$ cat src/rtl/radix4_pkg.sv
`default_nettype none
// ============================================================================
//  Module   : radix4_pkg
//  Purpose  : Shared types and constants for the radix-4 sequential divider
//  Revision : 1.0  initial release
// ============================================================================
package radix4_pkg;

  // Divider control states
  typedef enum logic [1:0] {
    ST_IDLE = 2'd0,
    ST_RUN  = 2'd1,
    ST_DONE = 2'd2
  } state_t;

  // Quotient bits retired per iteration
  localparam int RADIX_BITS = 2;

  // Number of radix-4 iterations needed for a w-bit operand
  function automatic int digits_for(input int w);
    return w / RADIX_BITS;
  endfunction

endpackage
`default_nettype wire

$ cat src/rtl/radix4_div_digit.sv
`default_nettype none
// ============================================================================
//  Module   : radix4_div_digit
//  Purpose  : One radix-4 restoring division step (combinational).
//             Shifts the partial remainder left by 2, inserts the next two
//             dividend bits, tries q = 3,2,1 and keeps the largest that
//             leaves a non-negative remainder.
//  Revision : 1.0  initial release
// ============================================================================
module radix4_div_digit
  import radix4_pkg::*;
#(
  parameter int W = 8
) (
  input  logic [W+1:0] rem_in,
  input  logic [1:0]   nbits,
  input  logic [W-1:0] d,
  output logic [W+1:0] rem_out,
  output logic [1:0]   q
);

  // One guard bit above the largest trial value (T < 4D < 2^(W+2)) so the
  // top bit of each difference is a reliable sign.
  localparam int TW = W + 3;

  logic [TW-1:0] t_val;
  logic [TW-1:0] d1, d2, d3;
  logic [TW-1:0] diff1, diff2, diff3;

  // The remainder entering a step is always below D, so truncating the
  // shifted value to TW bits drops only zero bits.
  assign t_val = TW'({rem_in, nbits});
  assign d1    = TW'(d);
  assign d2    = TW'({d, 1'b0});
  assign d3    = d1 + d2;

  assign diff1 = t_val - d1;
  assign diff2 = t_val - d2;
  assign diff3 = t_val - d3;

  // Pick the largest digit whose trial difference is non-negative
  always_comb begin
    q       = 2'd0;
    rem_out = t_val[W+1:0];
    if (!diff3[TW-1]) begin
      q       = 2'd3;
      rem_out = diff3[W+1:0];
    end else if (!diff2[TW-1]) begin
      q       = 2'd2;
      rem_out = diff2[W+1:0];
    end else if (!diff1[TW-1]) begin
      q       = 2'd1;
      rem_out = diff1[W+1:0];
    end
  end

endmodule
`default_nettype wire

$ cat src/rtl/radix4_div_seq.sv
`default_nettype none
// ============================================================================
//  Module   : radix4_div_seq
//  Purpose  : Sequential unsigned radix-4 restoring divider with a
//             start/done handshake. Retires two quotient bits per clock.
//  Revision : 1.0  initial release
// ============================================================================
module radix4_div_seq
  import radix4_pkg::*;
#(
  parameter int W = 8
) (
  input  logic         clk,
  input  logic         rst,
  input  logic         start,
  input  logic [W-1:0] dividend,
  input  logic [W-1:0] divisor,
  output logic         ready,
  output logic         busy,
  output logic         done,
  output logic [W-1:0] quotient,
  output logic [W-1:0] remainder,
  output logic         div_by_zero
);

  localparam int            DIGITS     = digits_for(W);
  localparam int            CW         = $clog2(DIGITS + 1);
  localparam logic [CW-1:0] DIGITS_CNT = CW'(DIGITS);
  localparam logic [CW-1:0] CNT_ONE    = CW'(1);

  state_t         state, state_next;
  logic [CW-1:0]  cnt;
  logic [W-1:0]   d_reg;
  logic [W-1:0]   n_reg;
  logic [W-1:0]   q_reg;
  logic [W+1:0]   r_reg;
  logic [W+1:0]   r_next;
  logic [1:0]     q_digit;
  logic [W-1:0]   q_shift;
  logic           accept;
  logic           divisor_zero;
  logic           last_digit;

  assign accept       = start && ready;
  assign divisor_zero = (divisor == '0);
  assign last_digit   = (cnt == CNT_ONE);

  radix4_div_digit #(
    .W (W)
  ) u_digit (
    .rem_in  (r_reg),
    .nbits   (n_reg[W-1:W-2]),
    .d       (d_reg),
    .rem_out (r_next),
    .q       (q_digit)
  );

  // Quotient shift register with the new digit appended at the bottom
  generate
    if (W == RADIX_BITS) begin : g_q_narrow
      assign q_shift = q_digit;
    end else begin : g_q_wide
      assign q_shift = {q_reg[W-3:0], q_digit};
    end
  endgenerate

  // State register
  always_ff @(posedge clk) begin
    if (rst) state <= ST_IDLE;
    else     state <= state_next;
  end

  // Next-state and handshake outputs
  always_comb begin
    state_next = state;
    ready      = 1'b0;
    busy       = 1'b0;
    done       = 1'b0;
    case (state)
      ST_IDLE: begin
        ready = 1'b1;
        if (start) state_next = divisor_zero ? ST_DONE : ST_RUN;
      end
      ST_RUN: begin
        busy = 1'b1;
        if (last_digit) state_next = ST_DONE;
      end
      ST_DONE: begin
        ready = 1'b1;
        done  = 1'b1;
        if (start) state_next = divisor_zero ? ST_DONE : ST_RUN;
        else       state_next = ST_IDLE;
      end
      default: state_next = ST_IDLE;
    endcase
  end

  // Operand capture, per-digit iteration and result registers
  always_ff @(posedge clk) begin
    if (rst) begin
      cnt         <= '0;
      d_reg       <= '0;
      n_reg       <= '0;
      q_reg       <= '0;
      r_reg       <= '0;
      quotient    <= '0;
      remainder   <= '0;
      div_by_zero <= 1'b0;
    end else if (accept) begin
      d_reg       <= divisor;
      n_reg       <= dividend;
      q_reg       <= '0;
      r_reg       <= '0;
      cnt         <= DIGITS_CNT;
      div_by_zero <= 1'b0;
      // Zero divisor short-circuits straight to a saturated result
      if (divisor_zero) begin
        quotient    <= '1;
        remainder   <= dividend;
        div_by_zero <= 1'b1;
      end
    end else if (state == ST_RUN) begin
      n_reg <= n_reg << RADIX_BITS;
      r_reg <= r_next;
      q_reg <= q_shift;
      cnt   <= cnt - CNT_ONE;
      if (last_digit) begin
        quotient  <= q_shift;
        remainder <= r_next[W-1:0];
      end
    end
  end

endmodule
`default_nettype wire

$ cat config.mk
export PLATFORM = sky130hd
export DESIGN_NAME = radix4_div_seq
export DESIGN_NICKNAME = d
export VERILOG_FILES = /design/src/rtl/radix4_pkg.sv /design/src/rtl/radix4_div_digit.sv /design/src/rtl/radix4_div_seq.sv
export SDC_FILE = /design/constraint.sdc
export NUM_CORES = 1
export LEC_CHECK = 0
export CORE_MARGIN = 1.5
export CORE_UTILIZATION = 55
export CTS_CLUSTER_SIZE = 24
export DETAILED_ROUTE_END_ITERATION = 8
export PLACE_DENSITY = 0.87
export SLEW_MARGIN = 5
export SYNTH_ARGS = -nofsm -noshare
export SYNTH_HDL_FRONTEND = slang
export SYNTH_SLANG_ARGS = --single-unit
$ cat constraint.sdc
create_clock -name clk -period 7.7 [get_ports clk]
set_clock_uncertainty 0.05 [all_clocks]
set_input_delay 2.31 -clock clk [delete_from_list [all_inputs] [get_ports clk]]
set_output_delay 2.31 -clock clk [all_outputs]
set_load 0.01 [all_outputs]
==> impl_results.md, run 1 <==
- Worst hold slack: 0.410 ns
- Crit-path cells: clkdlybuf4s50_1 > nor2b_2 > buf_4 > nand3_1 > nand2_1 > nor2_1 > or3_1 > a31oi_1
- Antenna Nets Post-Route: 0
- Flop2flop setup slack: 4.08 ns
- Status: finished clean
- Clock slew at reported path FFs: 0.10 ns
- Synthesis-stage register bit count: 53
- Max Clk Rate: 241 MHz
- Critical path class: input port to flip-flop
- Cts bufs inserted: 5
- Maximum VDD drop: 0.141 mV
- Clk sinks: 53
- Leakage power: 1.65 nW
- Worst EP required: 7.90 ns
- Fin nets: 578
- Ant diodes: 0
- Final GP Congestion: 0.965
- Average size of a mapped cell: 7.98 um^2
- CTS HTree Levels: 2
- Final Setup Violations: 0
- Crit. End Element: flip-flop
- Largest register FFs: 9
- Hold crit path type: flip-flop to flip-flop
- Highest Signal Layer: met4
- Leading post-synthesis cells by cell area: dfxtp_1 (27%), ha_1 (9.9%), nand2_1 (5.9%)
- Met3 WL: 743 um
- Met2 WL post-DR: 4860 um
- Wl on met1: 4380 um
- RSZ-0062 raised after global routing: false
- Ports: 39
- Max incr delay on CP: 0.46 ns
- Endpoints failing hold: 0
- First-pass GRT wire length: 17000 um
- CTS Root Cell: clkbuf_8
- Post-CTS Setup Inserts: 0
- Total power draw: 1.13 mW
- DR WL/cell: 16.6 um
- Vias per cell: 6.19
- Worst Tran Pin Value: 0.817 ns
- Synthesized cell area: 0.00393 mm^2
- Worst slew margin: 0.455
- Rows: 30
- Post-synth EDFFs: 0
- Die Y-Extent: 87.6 um
- Fin crit share: 0.538
- Post-synth top area share: 0.270
- Setup TNS Final: 0 ns
- P per Cell Area: 253 mW/mm^2
- Synthesized instance count: 493
- Grt ovf: 0
- Die area: 0.00767 mm^2
- Worst Path Arrival: 4.35 ns
- Synth cell types: 61
- Aggregate global-route resource usage: 0.280
- DPL Wire Length: 7870 um
- PortBufs: 38
- Area delta synth->final: 13.0%
- Initial antenna violation count: 0
- CP Max Fanout: 28
- Worst-case clock buffer depth: 2
- Die width: 87.6 um
- Post-CTS Resized: 0
- CTS tree: built
- DR iter-0 viols: 346
- Async S/R FF share, synth: 0
- Starting Density: 0.573
- Ys flop type: dfxtp_1
- Share of cells above drive strength 1: 0.0615
- Slowest-stage cell, CP: clkdlybuf4s50_1
- Syn nets: 552
- Via count: 3811
- Delay-heaviest family, CP: simple AND/OR/NAND/NOR gates
- Crit path buffers/inverters: 2
- Synthesis warning total: 0
- Cell taking the most area after synthesis: dfxtp_1
- Register area share after synthesis: 0.270
- Largest net degree at the start of global routing: 39
- Core area: 0.00687 mm^2
- Crit path time final: 4.15 ns
- Post-route DRC violation count: 0
- Final Max Tran Viols: 0
- Crit start category: input port
- Maxcap violations: 0
- Final Util: 0.647
- Number of global-route vias before repair: 3454
- Cts-stage hold buffer count: 0
- WL final: 10200 um
- Clk_lat worst skew: 0.31 ns
- TritonRoute pass-1 iters: 5
==> stage by stage <==
| stage | setup WS, ns | cell area, um^2 | std cells |
|---|---|---|---|
| after floorplan | 3.96 | 3930 | 493 |
| final | 3.55 | 4450 | 616 |
| after CTS | 3.55 | 4450 | 616 |
| after detailed placement | 3.25 | 4360 | 608 |
| after global placement | 3.29 | 4360 | 608 |
| after global routing | 3.39 | 4450 | 616 |
==> cells in the mapped netlist (all sizes together), types with 2 or more instances <==
| master | count |
|---|---|
| a211oi | 9 |
| a21boi | 3 |
| a21o | 9 |
| a21oi | 50 |
| a221oi | 8 |
| a22oi | 9 |
| a2bb2oi | 2 |
| a31oi | 9 |
| and2 | 3 |
| buf | 8 |
| clkbuf | 14 |
| dfxtp | 53 |
| fa | 9 |
| ha | 31 |
| inv | 30 |
| mux2i | 3 |
| nand2 | 62 |
| nand2b | 5 |
| nand3 | 5 |
| nor2 | 44 |
| nor2b | 6 |
| nor3 | 20 |
| nor4 | 4 |
| o211ai | 2 |
| o21a | 7 |
| o21ai | 34 |
| o221ai | 6 |
| o22ai | 2 |
| o311ai | 3 |
| or2 | 5 |
| or3 | 5 |
| xnor2 | 12 |
| xor2 | 8 |
==> worst reg2reg max path, stage by stage, from the launching register on <==
cell and delay (ns):
dfxtp_1 0.49, inv_1 0.16, fa_1 0.52, ha_1 0.36, a21o_1 0.20, o21ai_1 0.18, a21oi_2 0.14, a21oi_4 0.32
xnor2_2 0.23, a221oi_1 0.55, o311a_1 0.25, nor3_2 0.05
==> logic make-up (layout without fill, tap and decap cells) <==
logic type,Yosys count,in the layout,synth area share
XOR/XNOR,20,20,0.0464
AND/OR/NAND/NOR,163,163,0.196
multiplexers,4,4,0.0105
adder cells (fa/ha/maj),40,40,0.144
buffers and inverters,52,79,0.0541
flip-flops,53,53,0.270
AO/OA/AOI/OAI,161,161,0.279
==> area by class of cell <==
type,count,area (um^2)
Fill cell,568,2420
Timing Repair Buffer,41,403
Sequential cell,53,1060
Multi-Input combinational cell,388,2660
Clock inverter,2,13.8
Tap cell,96,120
Inverter,30,113
Clock buffer,6,72.6
==> report_power, final <==
part,switching [mW],leakage [nW],internal [mW]
sequential,0.0244,0.432,0.291
clock,0.0938,0.0456,0.0650
combinational,0.402,1.17,0.251
total,0.520,1.65,0.606
==> final timing paths <==
path | to | startpoint | cells after the start
worst max-delay path | remainder[6] | start | 8
worst min-delay path | d_reg[6] | d_reg[6] | 2
worst max register to register | remainder[2] | d_reg[1] | 11
worst min register to register | d_reg[6] | d_reg[6] | 2
==> layer usage <==
metal  up-vias  global-route usage
li1       1823                   -
met3        21              0.0415
met4         0               0.101
met5         -                   0
met1      1784               0.378
met2       183               0.459
==> cells in the final DEF, fill, tap and decap left out, drive strengths merged, types with 12 or more instances in the layout <==
master         instances
nor2                  44
xnor2                 12
ha                    31
dfxtp                 53
clkdlybuf4s50         38
nor3                  20
inv                   31
o21ai                 34
nand2                 62
a21oi                 50
No activity file was read; power rests on OpenSTA's default activity.
==> run 2: changes to the inputs <==
--- a/config.mk
+++ b/config.mk
@@ -6,7 +6,7 @@
 export NUM_CORES = 1
 export LEC_CHECK = 0
 export CORE_MARGIN = 1.5
-export CORE_UTILIZATION = 55
+export CORE_UTILIZATION = 52
 export CTS_CLUSTER_SIZE = 24
 export DETAILED_ROUTE_END_ITERATION = 8
 export PLACE_DENSITY = 0.87
==> constraint.sdc (replaced) <==
create_clock -name clk -period 3.4 [get_ports clk]
set_clock_uncertainty 0.05 [all_clocks]
set_input_delay 1.02 -clock clk [delete_from_list [all_inputs] [get_ports clk]]
set_output_delay 1.02 -clock clk [all_outputs]
set_load 0.01 [all_outputs]
==> impl_results.md, run 2 (synthesized netlist as in run 1, its figures left out) <==
- Max Clk Rate: 317 MHz
- Maximum VDD drop: 0.364 mV (+160%)
- Crit path time final: 3.16 ns
- Number of global-route vias before repair: 3882 (+12%)
- Post-CTS Resized: 0 (unchanged)
- CTS Root Cell: clkbuf_8
- Initial antenna violation count: 0 (unchanged)
- Aggregate global-route resource usage: 0.286 (+0.00587)
- Grt ovf: 0 (unchanged)
- Post-CTS Setup Inserts: 0 (unchanged)
- Critical path class: flip-flop to flip-flop
- Maxcap violations: 0 (unchanged)
- Worst r2r src: d_reg[5]
- DR iter-0 viols: 305 (-12%)
- Switching power: 1.23 mW (+140%)
- R2r endpoint: remainder[4]
- Die width: 90.0 um (+2.7%)
- DR WL/cell: 17.8 um (+7.0%)
- Vias per cell: 6.19 (about the same)
- Worst Reg-to-Reg Cells: 10 (-1)
- Post-route DRC violation count: 0 (unchanged)
- Largest net degree at the start of global routing: 32 (-18%)
- Core area: 0.00729 mm^2 (+6.2%)
- Area delta synth->final: 15.4%
- Rows: 31 (+3.3%)
- Status: finished clean
- Fin crit share: 0.929
- Cts-stage hold buffer count: 0 (unchanged)
- Hold crit path type: flip-flop to flip-flop
- Share of cells above drive strength 1: 0.0827 (+0.0212)
- WL final: 11200 um (+9.6%)
- Combinational power share: 0.596 (+0.017)
- Crit. End Element: flip-flop
- Worst Path Arrival: 3.33 ns (-1.02 ns)
- Seq pwr share: 0.265 (-0.015)
- Clk_lat worst skew: 0.31 ns (about the same)
- P per Cell Area: 583 mW/mm^2 (+130%)
- Commonest non-fill, non-tap cells in the layout: nand2_1 (62), dfxtp_1 (53), a21oi_1 (46)
- Die Y-Extent: 90.0 um (+2.7%)
- Clk sinks: 53 (unchanged)
- Largest register FFs: 9 (unchanged)
- Final GP Congestion: 0.931 (-3.5%)
- Ports: 39 (unchanged)
- Die area: 0.00810 mm^2 (+5.6%)
- Fin nets: 590 (+2.1%)
- Ant diodes: 0 (unchanged)
- CTS tree: built
- Min-Delay Endpoint: n_reg[5]
- Worst-case clock buffer depth: 2 (unchanged)
- RSZ-0062 raised after global routing: false
- First-pass GRT wire length: 18800 um (+11%)
- TritonRoute pass-1 iters: 5 (unchanged)
- CP Max Fanout: 10 (-64%)
- CTS HTree Levels: 2 (unchanged)
- Pre-CTS setup slack: 0.300 ns (-2.95 ns)
- DPL Wire Length: 8700 um (+11%)
- Endpoints failing hold: 0 (unchanged)
- Clock power share: 0.138 (-0.003)
- Flop2flop setup slack: 0.24 ns (-3.84 ns)
- Starting Density: 0.539 (-0.0332)
- Worst slew margin: 0.568 (+0.113)
- Antenna Nets Post-Route: 0 (unchanged)
- Final Max Tran Viols: 0 (unchanged)
- Leakage power: 1.71 nW (+3.7%)
- Cts bufs inserted: 5 (unchanged)
- Final Setup Violations: 0 (unchanged)
- Via count: 3904 (+2.4%)
- HP Start: n_reg[5]
- Crit start category: flip-flop
- Worst setup margin: 0.242 ns (-3.31 ns)
- Worst Hold Depth: 2 (unchanged)
- Worst Tran Pin Value: 0.647 ns (-0.170 ns)
- Setup TNS Final: 0 ns (unchanged)
- Worst EP required: 3.57 ns (-4.33 ns)
- Clock slew at reported path FFs: 0.10 ns (about the same)
- PortBufs: 38 (unchanged)
- Power Internal: 1.42 mW (+130%)
- Switch share: 0.464 (+0.00191)
- Commonest non-fill, non-tap cell in the layout: nand2_1
-- run 2: cell types whose count changed in the layout (fill, tap and decap cells not counted) --
cell | previous run | this run
buf_4 | 3 | 15
-- run 2: critical path: stages, from the launching register on --
cell      delay [ns]
dfxtp_1         0.36
inv_1           0.17
ha_1            0.47
nand4b_4        0.17
a211oi_2        0.31
or2_1           0.44
buf_4           0.25
o311ai_1        0.13
a221oi_2        0.30
a31oi_1         0.13
a221oi_2        0.30
-- run 2: final cells by class --
class | instances | area [um^2]
fillers | 652 | 2750
multi-input cells | 388 | 2660
flip-flops and latches | 53 | 1060
repair buffers | 53 | 493
well taps | 99 | 124
inverters | 30 | 113
clock buffers | 6 | 72.6
clock inverters | 2 | 13.8
-- run 2: per-stage QoR --
stage	cell area [um^2]	hold WS (ns)	util	std cells	power, mW
finish	4540	0.413	0.623	631	2.65
global route	4540	0.445	0.623	631	2.80
CTS	4540	0.414	0.623	631	2.60
detailed placement	4450	0.401	0.611	623	2.24
global placement	4450	0.393	0.611	623	2.20
floorplan	3930	0.386	-	493	1.85
-- run 2: power by group through the flow --
stage | clock network, mW | logic [mW] | registers (mW)
floorplan | 0 | 1.15 | 0.701
global placement | 0 | 1.49 | 0.713
detailed placement | 0 | 1.52 | 0.715
CTS | 0.369 | 1.53 | 0.701
global route | 0.392 | 1.70 | 0.706
finish | 0.367 | 1.58 | 0.702
-- run 2: worst max-delay path by stage --
stage,from,end,slack [ns],cells past startpoint
6_report,d_reg[5],remainder[4],0.24,10
3_3_place_gp,r_reg[1],remainder[2],0.39,11
5_1_grt,d_reg[1],remainder[2],0.12,12
3_5_place_dp,d_reg[1],remainder[2],0.30,12
4_1_cts,d_reg[1],remainder[3],0.28,11
2_1_floorplan,d_reg[1],remainder[3],0.33,10
-- run 2: metal layers --
| metal | track usage | part of all wire | vias to the layer above |
|---|---|---|---|
| li1 | - | - | 1835 |
| met2 | 0.496 | 0.47 | 219 |
| met5 | 0 | 0 | - |
| met4 | 0.119 | 0.034 | 0 |
| met3 | 0.0415 | 0.074 | 31 |
| met1 | 0.354 | 0.42 | 1819 |
